<file path="config.mk">
export PLATFORM = sky130hd
export DESIGN_NAME = sat_counter
export DESIGN_NICKNAME = d
export VERILOG_FILES = /design/src/rtl/sat_counter.sv
export SDC_FILE = /design/constraint.sdc
export NUM_CORES = 1
export LEC_CHECK = 0
export ABC_AREA = 1
export CAP_MARGIN = 10
export CORE_AREA = 2 2 39 41
export DETAILED_ROUTE_END_ITERATION = 6
export DIE_AREA = 0 0 41 43
export REMOVE_ABC_BUFFERS = 1
export SLEW_MARGIN = 20
export SYNTH_ARGS = -nofsm -noshare
export SYNTH_HDL_FRONTEND = slang
export SYNTH_SLANG_ARGS = --single-unit
</file>
<file path="constraint.sdc">
create_clock -name clk -period 1.4 [get_ports clk]
set_input_delay 0.28 -clock clk [delete_from_list [all_inputs] [get_ports clk]]
set_output_delay 0.28 -clock clk [all_outputs]
set_load 0.005 [all_outputs]
</file>
<file path="src/rtl/sat_counter.sv">
// Event counter that either saturates at all-ones or wraps modulo 2^W.
module sat_counter #(
  parameter int W   = 8,
  parameter bit SAT = 1'b1
) (
  input  logic         clk,
  input  logic         rst,
  input  logic         inc,
  output logic [W-1:0] count
);

  always_ff @(posedge clk or posedge rst) begin
    if (rst) begin
      count <= '0;
    end else if (inc && !(SAT && (count == '1))) begin
      count <= count + W'(1);
    end
  end

endmodule

</file>
==> results list <==
- Final hold violation count: 0
* Worst Path Required: 1.53 ns
- For the finished layout, the period the worst path requires is 1.29 ns.
* Post-detailed-placement cell area: 599 um^2
* Count of distinct cell types in the synthesized netlist: 15
- The flow ran to the end, and the final reports show no timing, DRC or antenna violations.
* Biggest registers after layout: count x8
- TritonCTS built the clock tree.
- For this run, design rule violations remaining after detail routing come to 0.
- HPWL after DPL: 704 um
- DIE HEIGHT: 43 um
- Dividing the detail-routed via count by the number of cells gives 4.60.
- The initial utilization of the core area, before any placement, comes to 0.335.
- In the final layout, the multi-input gates occupy 236 um^2.
- On the critical path, the stage with the largest delay is an instance of sky130_fd_sc_hd__dfrtp_1.
- Overall via count from detail_route: 469
- Number of H-tree levels: 1
- Setup repair after global routing missed its margin: no
- Most frequent cells in the layout: sky130_fd_sc_hd__nand2_1 (24), sky130_fd_sc_hd__buf_4 (10), sky130_fd_sc_hd__inv_1 (7), sky130_fd_sc_hd__dfrtp_1 (7), sky130_fd_sc_hd__dlymetal6s2s_1 (7)
- Leaving out fill and tap cells, the most frequent cell in the layout is sky130_fd_sc_hd__nand2_1.
- Total Power: 0.00110 W
- Max-slew headroom at the worst pin: 0.767
- In this run the remaining antenna-violating nets after routing total 0.
- Critical Path AT: 1.41 ns
- The first global-routing pass estimated 1730 um of wire.
- The area growth from synthesis to layout is 51.8%.
- Count of synthesis-stage warnings from yosys: 0
* Fraction of layout cells with a size suffix above 1: 0.244
- Worst Path Class, Setup: flop to flop
- The signal on the critical path passes through buf_4, ha_1, buf_4, nand2_1, nor2_1, a21oi_1, a21oi_1.
- For this run, the total global-route usage over all layers was measured as 0.146.
- Input/output buffers: 10
- The detailed router finished its first iteration with 8 violations.
- The floorplan has 14 rows.
- Final Max Slew Viols: 0
- Hold timing on the final database bottoms out at a slack of 0.289 ns.
* Transition time at the pin with the least slew margin: 0.349 ns
- Nets: 92
- Diodes inserted: 0
* Number of optimization iterations in the first detailed-route pass: 4
- Synthesis handed over a netlist of 63 instances.
- Avg Cell Area, Syn: 7.37 um^2
* Final Cycle Share: 0.918
- For this run, the share of the core covered by cells in the final layout is 0.509.
- Type of the tightest min-delay check: primary input to asynchronous set/reset pin
- Number of clock buffers inserted by TritonCTS: 3
- Setup slack, reg-to-reg: 0.11 ns
* Delay-heaviest family, CP: flip-flops
- The register with the most flip-flops in the layout has 8 of them.
- The cell area that synthesis handed to floorplanning was 464 um^2.
- In this design, the stage delay of the slowest critical-path cell is 0.38 ns.
* Routed wire per std cell: 10.3 um
* Core Box Area: 1380 um^2
- The number of hold buffers added after CTS was 0.
- Initial antenna violation count: 0
* IR drop worst, VDD: 0.609 mV
* I/O pin total: 11
- Synthesis inferred 8 register bits.
- Clk buf depth: 2
- The congestion estimate from routability-driven global placement came to 0.672.
* Buffers & Inverters on Critical Path: 2
- Type of origin of the critical path: flop
- Largest clock skew in the final design: 0.000609 ns
- Number of maximum-capacitance constraint violations: 0
* Sequential cell area in the final layout: 201 um^2
* Peak clock frequency supported by timing: 778 MHz
* Sequential share of the synthesized area: 0.431
* Global route overflow: 0
* Fin Setup TNS: 0 ns
- Register name with the most flops: count
- P per Cell Area: 1560 nW/um^2
- The clock drives 8 sinks.
- Maximum fanout encountered on the critical timing path: 3
- For this design the static power due to leakage is 0.430 nW.
- Die Span X: 41 um
* Area of all placed cells without fillers: 704 um^2
* Number of endpoints failing setup at the final stage: 0
- For this block, the routed nets add up to 1050 um of wire.
* Vias in the first global route: 414
- Maximum number of pins on one net before global-route repair: 9
- Fill cells in the final layout number 155.
- The die covers 1760 um^2.
- The tree is rooted in a sky130_fd_sc_hd__clkbuf_4.
- Clock latency reported for the late side of the worst-skew pair: 0.25 ns
- Crit end category: flop
* Clock slew at the register clock pins of the worst setup and hold paths: 0.06 ns
==> per-stage QoR <==
step	worst slack [ns]	instances
after floorplan	0.145	63
after global placement	0.0329	91
after detailed placement	0.0302	91
after CTS	0.00407	101
after global routing	0.0171	102
final	0.115	102
==> per-layer routing <==
| metal | GRT usage | share of wire | vias up |
|---|---|---|---|
| met1 | 0.186 | 0.47 | 217 |
| met3 | 0.0157 | 0.034 | 2 |
| met4 | 0.100 | 0.018 | 0 |
| met5 | 0 | 0 | - |
| li1 | - | - | 241 |
| met2 | 0.219 | 0.47 | 9 |
==> cell families after synthesis <==
logic type	count (synthesis)	synth area share
buffers and inverters	8	0.0701
DFF	8	0.431
xor gates and xnor gates	1	0.0189
and+or+nand+nor	40	0.399
AOI/OAI and AO/OA	5	0.0539
adders and majority gates	1	0.0269
==> worst paths after layout <==
path,startpoint,end,depth (start not counted)
max,count[1],count[6],7
min,rst,count[3],2
max reg2reg,count[1],count[6],7
min reg2reg,count[0],count[0],2
max in group asynchronous,rst,count[0],2
min in group clk,count[0],count[0],2
==> cell usage after synthesis <==
cell,instances,area (um^2)
sky130_fd_sc_hd__nand2_1,24,90.1
sky130_fd_sc_hd__dfrtp_1,8,200
sky130_fd_sc_hd__inv_1,7,26.3
sky130_fd_sc_hd__nor2_1,6,22.5
sky130_fd_sc_hd__a21oi_1,4,20.0
sky130_fd_sc_hd__nand3_1,3,15.0
sky130_fd_sc_hd__nand2_2,2,12.5
sky130_fd_sc_hd__nand2_4,2,22.5
sky130_fd_sc_hd__ha_1,1,12.5
sky130_fd_sc_hd__inv_4,1,6.26
sky130_fd_sc_hd__nor2_2,1,6.26
sky130_fd_sc_hd__nor2_4,1,11.3
sky130_fd_sc_hd__nor3_1,1,5.00
sky130_fd_sc_hd__o21ai_0,1,5.00
sky130_fd_sc_hd__xnor2_1,1,8.76
==> cell type report <==
class                      count  share of cell area
timing repair buffer          20               0.272
sequential                     8               0.286
clock buffer                   3              0.0320
multi-input combinational     47               0.336
tap                           16              0.0284
inverter                       8              0.0462
==> where the power goes <==
part / total, W / internal, W / switching, W / leakage, nW
logic: 0.000575 / 0.000307 / 0.000268 / 0.322
clock network: 0.000177 / 0.0000981 / 0.0000785 / 0.0138
registers: 0.000349 / 0.000308 / 0.0000412 / 0.0944
==> timing repair <==
item | CTS | global route
pin swaps | 0 | 0
gates resized for setup | 2 | 8
endpoints found under the setup margin | 8 | 8
buffers inserted | 7 | 1
cloned | 0 | 0
Note: power is estimated with default switching activity, not from simulation.
